==> config.mk <==
export PLATFORM = sky130hd
export DESIGN_NAME = uart_frame_rx
export DESIGN_NICKNAME = d
export VERILOG_FILES = /design/src/rtl/uart_frame_rx.sv
export SDC_FILE = /design/constraint.sdc
export NUM_CORES = 1
export LEC_CHECK = 0
export BUFFER_PORTS_ARGS = -buffer_cell sky130_fd_sc_hd__buf_4
export CAP_MARGIN = 5
export CORE_UTILIZATION = 45
export DETAILED_ROUTE_END_ITERATION = 8
export GPL_TIMING_DRIVEN = 0
export SYNTH_ARGS = -nofsm -noshare
export SYNTH_HDL_FRONTEND = slang
export SYNTH_SLANG_ARGS = --single-unit
==> constraint.sdc <==
create_clock -name clk -period 6.55 [get_ports clk]
set_clock_uncertainty 0.1 [all_clocks]
set_input_delay 0.3275 -clock clk [delete_from_list [all_inputs] [get_ports clk]]
set_output_delay 0.3275 -clock clk [all_outputs]
set_load 0.02 [all_outputs]
==> src/rtl/uart_frame_rx.sv <==
// Length-prefixed frame collector: buffers L payload bytes from the UART stream, then drains them with tlast.
// Optional trailing XOR checksum byte is enabled by defining UART_FRAME_CHECKSUM_EN.
module uart_frame_rx #(
  parameter int DATA_WIDTH     = 8,
  parameter int MAX_LEN        = 16,
  parameter int TIMEOUT_CYCLES = 100000
) (
  input  logic                         clk,
  input  logic                         rst,
  input  logic [DATA_WIDTH-1:0]        s_axis_tdata,
  input  logic                         s_axis_tvalid,
  output logic                         s_axis_tready,
  output logic [DATA_WIDTH-1:0]        m_axis_tdata,
  output logic                         m_axis_tvalid,
  input  logic                         m_axis_tready,
  output logic                         m_axis_tlast,
  output logic [$clog2(MAX_LEN+1)-1:0] frame_len,
  output logic                         busy,
  output logic                         len_error,
  output logic                         timeout_error,
  output logic                         checksum_error,
  output logic [1:0]                   dbg_state_o
);
  // Both streams use valid/ready: a beat transfers on a rising clk edge where valid and
  // ready are both high; a source holds data stable while valid is high and ready is low.
  localparam int LW = $clog2(MAX_LEN + 1);
  localparam int AW = $clog2(MAX_LEN);
  localparam int CW = $clog2(TIMEOUT_CYCLES + 1);

  typedef enum logic [1:0] {
    IDLE    = 2'd0,
    COLLECT = 2'd1,
    CHECK   = 2'd2,
    DRAIN   = 2'd3
  } state_e;

  state_e                state_q, state_d;
  logic [LW-1:0]         len_q, len_d;
  logic [AW-1:0]         wr_idx_q, wr_idx_d;
  logic [AW-1:0]         rd_idx_q, rd_idx_d;
  logic [CW-1:0]         cnt_q, cnt_d;
  logic [DATA_WIDTH-1:0] csum_q, csum_d;
  logic                  len_err_q, len_err_d;
  logic                  to_err_q, to_err_d;
  logic                  ck_err_q, ck_err_d;
  logic [DATA_WIDTH-1:0] mem_q [MAX_LEN];

  logic s_acc, m_acc, wr_last, rd_last, cnt_term, len_bad;

  assign s_axis_tready = !rst && (state_q != DRAIN);
  assign m_axis_tvalid = (state_q == DRAIN);
  assign m_axis_tdata  = (state_q == DRAIN) ? mem_q[rd_idx_q] : '0;
  assign m_axis_tlast  = (state_q == DRAIN) && rd_last;
  assign frame_len     = len_q;
  assign busy          = (state_q != IDLE);
  assign len_error     = len_err_q;
  assign timeout_error = to_err_q;
  assign dbg_state_o   = state_q;
`ifdef UART_FRAME_CHECKSUM_EN
  assign checksum_error = ck_err_q;
`else
  assign checksum_error = 1'b0;
`endif

  assign s_acc    = s_axis_tvalid && s_axis_tready;
  assign m_acc    = m_axis_tvalid && m_axis_tready;
  assign wr_last  = (LW'(wr_idx_q) == len_q - LW'(1));
  assign rd_last  = (LW'(rd_idx_q) == len_q - LW'(1));
  assign cnt_term = (cnt_q == CW'(TIMEOUT_CYCLES - 1));
  assign len_bad  = (s_axis_tdata == '0) || (s_axis_tdata > DATA_WIDTH'(MAX_LEN));

  always_comb begin
    state_d   = state_q;
    len_d     = len_q;
    wr_idx_d  = wr_idx_q;
    rd_idx_d  = rd_idx_q;
    cnt_d     = cnt_q;
    csum_d    = csum_q;
    len_err_d = 1'b0;
    to_err_d  = 1'b0;
    ck_err_d  = 1'b0;
    case (state_q)
      IDLE: begin
        if (s_acc) begin
          if (len_bad) begin
            len_err_d = 1'b1;
          end else begin
            len_d    = LW'(s_axis_tdata);
            wr_idx_d = '0;
            rd_idx_d = '0;
            cnt_d    = '0;
            csum_d   = '0;
            state_d  = COLLECT;
          end
        end
      end
      COLLECT: begin
        // An accepted byte beats the timeout in the terminal cycle.
        if (s_acc) begin
          cnt_d  = '0;
          csum_d = csum_q ^ s_axis_tdata;
          if (wr_last) begin
`ifdef UART_FRAME_CHECKSUM_EN
            state_d = CHECK;
`else
            state_d = DRAIN;
`endif
          end else begin
            wr_idx_d = wr_idx_q + AW'(1);
          end
        end else if (cnt_term) begin
          to_err_d = 1'b1;
          state_d  = IDLE;
        end else begin
          cnt_d = cnt_q + CW'(1);
        end
      end
      CHECK: begin
`ifdef UART_FRAME_CHECKSUM_EN
        if (s_acc) begin
          cnt_d = '0;
          if (s_axis_tdata == csum_q) begin
            state_d = DRAIN;
          end else begin
            ck_err_d = 1'b1;
            state_d  = IDLE;
          end
        end else if (cnt_term) begin
          to_err_d = 1'b1;
          state_d  = IDLE;
        end else begin
          cnt_d = cnt_q + CW'(1);
        end
`else
        state_d = IDLE;
`endif
      end
      DRAIN: begin
        if (m_acc) begin
          if (rd_last) state_d = IDLE;
          else         rd_idx_d = rd_idx_q + AW'(1);
        end
      end
      default: state_d = IDLE;
    endcase
  end

  always_ff @(posedge clk or posedge rst) begin
    if (rst) begin
      state_q   <= IDLE;
      len_q     <= '0;
      wr_idx_q  <= '0;
      rd_idx_q  <= '0;
      cnt_q     <= '0;
      csum_q    <= '0;
      len_err_q <= 1'b0;
      to_err_q  <= 1'b0;
      ck_err_q  <= 1'b0;
    end else begin
      state_q   <= state_d;
      len_q     <= len_d;
      wr_idx_q  <= wr_idx_d;
      rd_idx_q  <= rd_idx_d;
      cnt_q     <= cnt_d;
      csum_q    <= csum_d;
      len_err_q <= len_err_d;
      to_err_q  <= to_err_d;
      ck_err_q  <= ck_err_d;
    end
  end

  // Payload storage carries no reset; stale contents are never presented.
  always_ff @(posedge clk) begin
    if (state_q == COLLECT && s_acc) mem_q[wr_idx_q] <= s_axis_tdata;
  end
endmodule

==> results.ini, run 1 <==
[outcome]
status=finished with violations
violations=hold timing

[critical_path]
cp_top_family=multiplexers
crit_start=rd_idx_q[0]
critPathKind=flop to output pin
rr_startpoint=dbg_state_o[1]
worstPathCellList=buf_6 -> buf_8 -> mux4_1 -> mux4_2 -> and2_1 -> buf_4
critPathSlowestCell=mux4_1
worstPathArrival_ps=2660
crit_buf_inv=3
crit_path_start_kind=flop
cp.required_ps=6120
crit_path_max_fanout=10
crit_path_end_kind=output pin
slowest_delay_ps=640

[synthesis]
synth_seq_cells=162
synth_compound_area_share_pct=4.46
synth-adder-area-share_pct=1.23
synth_top_cell_by_area=edfxtp_1
synth_top_family_by_area=multiplexers
synth_area_um2=7100
synth-xor-area-share_pct=1.76
synth.area.top_cells=edfxtp_1 (54%), dfrtp_1 (12%), mux4_1 (7.8%), mux4_2 (6.0%), o21ai_0 (1.4%)
synthesis.nets=453
synth_edf_count=128
syn_inst=434
synth_area_per_cell_um2=16.4
ys.warnings.count=0
muxShareOfSynthArea_pct=14.9
synth_ff_type=edfxtp_1
yosys.area.top_type_share_pct=54.1
yosysUniqueCellTypes=50
synth_simple_gate_area_share_pct=8.76
synthArstFlopShare_pct=21.0
ys_seq_area_share_pct=66.1

[cts]
clock_latency_ps=420
hold_buffers=0
cts-buffers-inserted=17
cts.reportedPaths.clkPinSlew_ps=60
cts_tree=done
cts_resized=0
cts_buffer_depth=2
cts_root_buf=clkbuf_16
htreeDepth=4
post_cts_buffers=0
clock-sinks=162

[timing]
rsz0062_at_grt=no
whs_ps=-16.6
worst_pin_slew_ps=1040
slew_violations=0
hold_viol_final=18
fin_tns_setup_ps=0
setup_viol_count_final=0
min_period_ps=3090
max_slew_margin_pct=30.2
max_freq_ghz=0.324
period_share_pct=47.2

[die]
start_util_pct=46.4
die_y_um=128
die_x_um=128
rows=45
dieArea_um2=16300
core_area_um2=15300
ioPinCount=34

[finish]
final_nets=508
final_util_pct=54.2
final_area_um2=8290
n_fill_cell=1248
final_cell_mix=edfxtp_1 (128), buf_4 (35), dfrtp_1 (34)
flow.area_growth_from_synthesis_pct=16.8
multiInputGateArea_um2=2220
seqCellArea_um2=4690
drive_gt1_share_pct=22.2
diodes=0
final_common_cell=edfxtp_1
layoutNonFillerInstCount=711

[drt]
drc=0
vias_per_cell=5.65
vias=4016
routed_wl_um=15100
drt_iter0_drc=368
antenna_left=0
dr.pass1.iters=6
avgRoutedWirePerCell_um=21.2

[global_routing]
antenna_found_initial=0
busiest_layer=met2
met2_usage_pct=31.5
grtUsageTotal_pct=20.2
grt_pass1_vias=4018
grt_pass1_wl_um=23400
met1_usage_pct=27.8
grt_max_degree=20
grt-ovfl-total=0
use_met3_pct=4.06

[pwr]
pwr-share-clk_pct=34.6
switching_share_pct=28.2
fin_total_pwr_mw=3.12
pwr-share-seq_pct=39.8
p_leak_nw=2.93
internal_power_mw=2.24
p_comb_share_pct=25.7
p_switching_mw=0.879
cellPowerDensity_nw_per_um2=376
vdd_drop_max_mv=0.218

[placement]
port_buffers=32
post-dp-hpwl_um=9950
gp_congestion=0.750
dp_cells=679
post_dp_cell_area_um2=7640

[job]
maxCapViolCount=0

[min_path]
hold_path.class=input port to async pin

-- synth_stat cells (2+ instances only) --
master / instances
edfxtp_1: 128
dfrtp_1: 34
nand2_1: 26
nor2_1: 25
mux4_1: 21
o21ai_0: 20
mux4_2: 19
a21oi_1: 18
nor3_1: 13
inv_1: 12
or3_1: 12
and2_1: 11
nand3_1: 9
nand4_1: 8
buf_2: 7
ha_1: 7
xnor2_1: 7
buf_6: 4
clkbuf_1: 4
o31ai_1: 4
mux2_2: 3
mux2i_1: 3
o21a_1: 3
or4_1: 3
a31oi_1: 2
buf_4: 2
buf_8: 2
nand2b_1: 2
nor2b_1: 2
or4b_2: 2
xor2_1: 2
-- registers in the layout (all words and copies together), names as in the netlist --
| signal | cells |
|---|---|
| cnt_q | 17 |
| wr_idx_q | 4 |
| mem_q | 128 |
| timeout_error | 1 |
| len_error | 1 |
| frame_len | 5 |
| dbg_state_o | 2 |
| rd_idx_q | 4 |
-- kinds of logic (layout without fill, tap and decap cells) --
group,after synthesis,count (layout)
DFF,162,162
buffers and inverters,33,99
other,1,1
xor gates and xnor gates,11,11
AOI/OAI and AO/OA,53,53
muxes,47,47
and+or+nand+nor,120,120
adders and majority gates,7,7
-- final cells by class --
cell class	instances	share of cell area, %
well taps	211	3.18
repair buffers	36	3.47
inverters	12	0.543
clock buffers	18	5.17
plain buffers	21	1.80
multi-input cells	239	26.7
flip-flops and latches	162	56.6
clock inverters	12	2.49
-- stage by stage --
stage	worst slack, ps	hold WS (ps)
finish	3460	-16.6
CTS	3430	0.886
detailed placement	3660	436
floorplan	4280	326
global route	3360	47.4
global placement	3720	430
-- worst paths after layout --
path	to	slack, ps	depth (start not counted)
worst max-delay path	m_axis_tdata[7]	3460	6
worst min-delay path	cnt_q[1]	-20	2
worst max register to register	mem_q[10][1]	3970	5
worst min register to register	cnt_q[0]	440	1
max in group asynchronous	frame_len[2]	5810	3
min in group clk	mem_q[8][7]	160	1
-- power groups by stage --
stage,Sequential [mW],Combinational [mW],Clock (mW)
global route,1.25,0.866,1.14
CTS,1.24,0.807,1.10
floorplan,1.26,0.569,0
detailed placement,1.26,0.803,0
global placement,1.26,0.792,0
finish,1.24,0.800,1.08
-- per-layer routing --
metal / wire length (um) / vias up
met5: 0 / -
met4: 323 / 0
met3: 548 / 19
met2: 7260 / 95
met1: 6940 / 2074
li1: - / 1828
-- worst register-to-register path: stages, from the launching register on --
cell and delay [ps]:
dfrtp_1 450, nand2b_1 170, buf_2 180, nor2_1 270, nand2_1 210, nor2_1 830
No activity file was read; power rests on OpenSTA's default activity.
==> run 2: changes to the inputs <==
- ABC_AREA: default -> 1
- clock period: 6.55 -> 2.85 ns (I/O delays scaled with it)
==> results.ini, run 2 <==
[placement]
gp_congestion=0.900  ; +20%
place_ws_ps=209  ; -3450 ps
port_buffers=32  ; unchanged
post_dp_cell_area_um2=7870  ; +3.0%
post-dp-hpwl_um=13100  ; +31%

[finish]
flow.area_growth_from_synthesis_pct=16.8  ; about the same
final_cell_mix=edfxtp_1 (128), nor2_1 (112), nand2_1 (96)
final_common_cell=edfxtp_1
multiInputGateArea_um2=2320  ; +4.6%
largest_reg_flops=128  ; unchanged
final_nets=774  ; +52%
final_util_pct=53.9  ; -0.22 points
seqCellArea_um2=4690  ; unchanged
diodes=0  ; unchanged
final_area_um2=8570  ; +3.3%
drive_gt1_share_pct=14.3  ; -7.9 points
regMostFlops=mem_q
n_fill_cell=1420  ; +14%

[synthesis]
syn_inst=692  ; +59%
synth_edf_count=128  ; unchanged
yosysMostFrequentCell=edfxtp_1
ys_seq_area_share_pct=64.0  ; -2.1 points
synth.area.top_cells=edfxtp_1 (52%), dfrtp_1 (12%), nor2_1 (5.7%), nand2_1 (4.9%), o21ai_0 (4.7%)
yosysUniqueCellTypes=38  ; -24%
synthArstFlopShare_pct=21.0  ; unchanged
synth.top_cells.by_count=edfxtp_1 (128), nor2_1 (112), nand2_1 (96)
synth_top_cell_by_area=edfxtp_1
synth_area_per_cell_um2=10.6  ; -35%
synthesis.nets=711  ; +57%
synth_seq_cells=162  ; unchanged
synth_ff_type=edfxtp_1
yosys.area.top_type_share_pct=52.4  ; -1.7 points
ys.warnings.count=0  ; unchanged
synth_area_um2=7330  ; +3.3%

[pwr]
fin_total_pwr_mw=7.03  ; +130%
vdd_drop_max_mv=0.527  ; +140%
p_leak_nw=3.13  ; +6.7%
cellPowerDensity_nw_per_um2=820  ; +120%

[drt]
vias_per_cell=5.63  ; -0.38%
drc=0  ; unchanged
antenna_left=0  ; unchanged
dr.pass1.iters=5  ; -1
avgRoutedWirePerCell_um=19.7  ; -7.0%
drt_iter0_drc=574  ; +56%
routed_wl_um=19400  ; +29%
vias=5531  ; +38%

[global_routing]
grt_pass1_wl_um=29700  ; +27%
antenna_found_initial=0  ; unchanged
grtUsageTotal_pct=24.7  ; +4.4 points
grt-ovfl-total=0  ; unchanged
grt_max_degree=22  ; +10%
grt_pass1_vias=5316  ; +32%

[die]
die_y_um=130  ; +1.6%
core_area_um2=15900  ; +3.7%
ioPinCount=34  ; unchanged
die_x_um=130  ; +1.6%
dieArea_um2=16800  ; +3.2%
rows=46  ; +2.2%
start_util_pct=46.2  ; -0.20 points

[timing]
max_freq_ghz=0.366
period_share_pct=95.8
fin_tns_setup_ps=0  ; unchanged
max_slew_margin_pct=38.6  ; +8.4 points
setup_viol_count_final=0  ; unchanged
setup_slack_ps=121  ; -3340 ps
min_period_ps=2730
worst_pin_slew_ps=917  ; -126 ps
hold_viol_final=0  ; -18
slew_violations=0  ; unchanged
rsz0062_at_grt=no

[cts]
cts.reportedPaths.clkPinSlew_ps=60  ; about the same
clock_latency_ps=420  ; about the same
clock-sinks=162  ; unchanged
cts_tree=done
cts_buffer_depth=2  ; unchanged
htreeDepth=4  ; unchanged
cts_root_buf=clkbuf_16
cts-buffers-inserted=17  ; unchanged

[critical_path]
r2r.worst_path.cells=7  ; +2
crit_path_start_kind=flop
crit_path_max_fanout=10  ; unchanged
crit_path_end_kind=output pin
worstPathArrival_ps=2490  ; -170 ps
cp.required_ps=2610  ; -3510 ps
critPathKind=flop to output pin

[min_path]
hold_path.class=input port to async pin

[outcome]
status=complete, no violations

[job]
maxCapViolCount=0  ; unchanged

[run 2: cell count changes after synthesis, moves of 16 or more]
cell,change
nor2_1,+87
nand2_1,+70
o21ai_0,+49
nand3_1,+29
inv_1,+25
o221ai_1,+23
mux4_1,-21
mux4_2,-19
o21ai_1,+16
[run 2: kinds of logic after synthesis]
group                      synth area share (%)
xor gates and xnor gates                   1.07
other                                    0.0511
AOI/OAI and AO/OA                          12.2
and+or+nand+nor                            16.9
adders and majority gates                  1.19
buffers and inverters                      4.49
DFF                                        64.0
[run 2: final cells by class]
class	count	share of cell area, %
buffer	32	1.87
clock buffer	18	5.01
clock inverter	13	1.64
inverter	44	2.04
multi-input combinational	454	27.1
sequential	162	54.8
tap	216	3.15
timing repair buffer	44	4.41
[run 2: routing by layer]
metal / vias up / global-route usage [%] / routed length, um / part of all wire, %
met3: 14 / 6.07 / 1370 / 7.1
met2: 225 / 39.3 / 9170 / 47
met5: - / 0 / 0 / 0
met4: 0 / 6.77 / 178 / 0.92
met1: 2711 / 33.8 / 8640 / 45
li1: 2581 / - / - / -
[run 2: worst max-delay path, stage by stage, from the launching register on]
cell	delay, ps
dfrtp_1	470
inv_1	150
buf_2	210
clkbuf_4	250
nor2_1	70
o221ai_1	250
nand3_1	180
a21oi_1	270
buf_4	190
[run 2: path summary, 6_finish.rpt]
path / from / to / slack [ps]
worst max register to register: dbg_state_o[0] / mem_q[12][4] / 210
worst min register to register: cnt_q[16] / cnt_q[16] / 440
worst min-delay path: rst / wr_idx_q[3] / 300
min in group clk: cnt_q[16] / cnt_q[16] / 440
worst max-delay path: rd_idx_q[0] / m_axis_tdata[2] / 120
max in group asynchronous: rst / rd_idx_q[0] / 1830
[run 2: report_power, final]
part           internal (mW)  switching (mW)  leakage [nW]
registers               2.70           0.146          1.60
logic                  0.582            1.40          1.27
clock network           1.28           0.916         0.259
total                   4.57            2.46          3.13
[run 2: stage by stage]
step / hold slack (ps) / cells
3_3_place_gp: 371 / 940
2_1_floorplan: 141 / 692
4_1_cts: 318 / 983
3_5_place_dp: 215 / 941
6_report: 301 / 983
5_1_grt: 337 / 983
[run 2: repair_timing]
action                                  4_1_cts  5_1_grt
endpoints found under the setup margin        0        8
hold buffers                                 11        0
resized for setup                             0        8
hold endpoints to repair                    144        0
buffers inserted                              0        0
==> run 3: changes to the inputs <==
- RECOVER_POWER: default -> 50
==> results.ini, run 3 (synthesized netlist as in run 2, its figures left out) <==
[critical_path]
cp.required_ps=2610  ; about the same
worstPathArrival_ps=2480  ; about the same
crit_path_start_kind=flop
crit_top_cell=buf_2
r2r.worst_path.cells=7  ; unchanged
rr_startpoint=dbg_state_o[0]
slowest_delay_ps=470  ; about the same
critPathKind=flop to output pin
r2r_end=mem_q[0][5]
critPathSlowestCell=dfrtp_1
reg2reg_setup_slack_ps=190  ; -20 ps
worstPathCellList=inv_1 -> buf_2 -> buf_2 -> o21ai_0 -> o221ai_1 -> nand3_1 -> a21oi_1 -> buf_4
crit_path_max_fanout=10  ; unchanged
crit_path_end_kind=output pin

[finish]
drive_gt1_share_pct=11.9  ; -2.5 points
final_area_um2=8480  ; -1.1%
diodes=0  ; unchanged
largest_reg_flops=128  ; unchanged
n_fill_cell=1428  ; +0.56%
final_nets=774  ; unchanged
final_cell_mix=edfxtp_1 (128), nor2_1 (112), nand2_1 (96)
flow.area_growth_from_synthesis_pct=15.6
regMostFlops=mem_q
final_common_cell=edfxtp_1

[pwr]
switching_share_pct=35.3  ; +0.28 points
pwr-share-seq_pct=40.8  ; +0.2 points
p_comb_share_pct=27.8  ; -0.3 points
pwr-share-clk_pct=31.5  ; +0.2 points
p_switching_mw=2.46  ; +0.24%
internal_power_mw=4.52  ; -0.97%
cellPowerDensity_nw_per_um2=824  ; +0.53%
vdd_drop_max_mv=0.528  ; +0.26%
p_leak_nw=3.05  ; -2.5%

[die]
die_x_um=130  ; unchanged
core_area_um2=15900  ; unchanged
ioPinCount=34  ; unchanged
rows=46  ; unchanged
start_util_pct=46.2  ; unchanged
die_y_um=130  ; unchanged
dieArea_um2=16800  ; unchanged

[cts]
cts_tree=done
htreeDepth=4  ; unchanged
cts.reportedPaths.clkPinSlew_ps=60  ; about the same
cts_buffer_depth=2  ; unchanged
cts_root_buf=clkbuf_16
clock_latency_ps=420  ; about the same
post_cts_buffers=0  ; unchanged
cts-buffers-inserted=17  ; unchanged
clock-sinks=162  ; unchanged

[timing]
min_period_ps=2720  ; -10.8 ps
worst_pin_slew_ps=1210  ; +294 ps
rsz0062_at_grt=no
fin_tns_setup_ps=0  ; unchanged
period_share_pct=95.4  ; -0.38 points
setup_viol_count_final=0  ; unchanged
max_slew_margin_pct=19.3  ; -19 points
max_freq_ghz=0.368  ; +0.40%
setup_slack_ps=132  ; +10.8 ps
slew_violations=0  ; unchanged
hold_viol_final=0  ; unchanged

[drt]
routed_wl_um=19400  ; +0.17%
drt_iter0_drc=556  ; -3.1%
antenna_left=0  ; unchanged
vias=5530  ; -0.018%
dr.pass1.iters=5  ; unchanged
drc=0  ; unchanged
vias_per_cell=5.63  ; about the same
avgRoutedWirePerCell_um=19.7  ; +0.17%

[global_routing]
grt-ovfl-total=0  ; unchanged
grt_pass1_wl_um=29700  ; unchanged
grt_max_degree=22  ; unchanged
antenna_found_initial=0  ; unchanged
grtUsageTotal_pct=24.7  ; unchanged
grt_pass1_vias=5316  ; unchanged

[placement]
post_dp_cell_area_um2=7870  ; unchanged
gp_congestion=0.900  ; unchanged
place_ws_ps=209  ; unchanged
post-dp-hpwl_um=13100  ; unchanged
port_buffers=32  ; unchanged

[min_path]
hold_path.class=input port to async pin

[outcome]
status=complete, no violations

[job]
maxCapViolCount=0  ; unchanged

## run 3: power groups by stage
stage	registers (mW)	logic (mW)	clock network, mW
global route	2.87	2.13	2.31
finish	2.85	1.94	2.20
CTS	2.85	1.96	2.23
detailed placement	2.89	1.94	0
floorplan	2.91	1.23	0
global placement	2.89	1.90	0
## run 3: how the worst max path moves through the flow
stage	endpoint	cells after the start	startpoint
floorplan	mem_q[0][0]	7	dbg_state_o[0]
global placement	mem_q[0][6]	7	dbg_state_o[0]
detailed placement	mem_q[12][7]	7	dbg_state_o[0]
CTS	m_axis_tdata[5]	8	rd_idx_q[1]
global route	mem_q[12][7]	7	dbg_state_o[0]
finish	m_axis_tdata[6]	8	rd_idx_q[0]
## run 3: worst max-delay path, delay by kind of cell, from the launching register on
family                 cells  cell delay [ps]
AND/OR/NAND/NOR            1              140
buffers and inverters      4              830
AO/OA/AOI/OAI              3              620
flip-flops                 1              470
## run 3: routing by layer
| layer | GRT usage (%) | share of wire (%) | vias to the layer above |
|---|---|---|---|
| li1 | - | - | 2583 |
| met1 | 33.8 | 45 | 2708 |
| met2 | 39.3 | 47 | 224 |
| met3 | 6.07 | 6.7 | 15 |
| met4 | 6.77 | 0.95 | 0 |
| met5 | 0 | 0 | - |
## run 3: area by class of cell
type	count	area, um2	area share (%)
Buffer	32	160	1.89
Clock inverter	13	140	1.65
Timing Repair Buffer	44	287	3.38
Tap cell	216	270	3.19
Clock buffer	18	429	5.06
Inverter	44	175	2.07
Multi-Input combinational cell	454	2320	27.4
Sequential cell	162	4690	55.4
## run 3: what timing repair did
action	in CTS	in global routing
setup endpoints to repair	0	8
gates resized for setup	0	8
hold buffers	11	0
endpoints found under the hold margin	144	0
## run 3: stage by stage
| stage | utilization, % | hold WS [ps] | total power [mW] | std cells |
|---|---|---|---|---|
| 3_5_place_dp | 49.6 | 215 | 4.83 | 941 |
| 5_1_grt | 53.4 | 344 | 7.32 | 983 |
| 4_1_cts | 53.8 | 318 | 7.04 | 983 |
| 6_report | 53.4 | 303 | 6.99 | 983 |
| 3_3_place_gp | 49.4 | 371 | 4.79 | 940 |
| 2_1_floorplan | - | 141 | 4.15 | 692 |
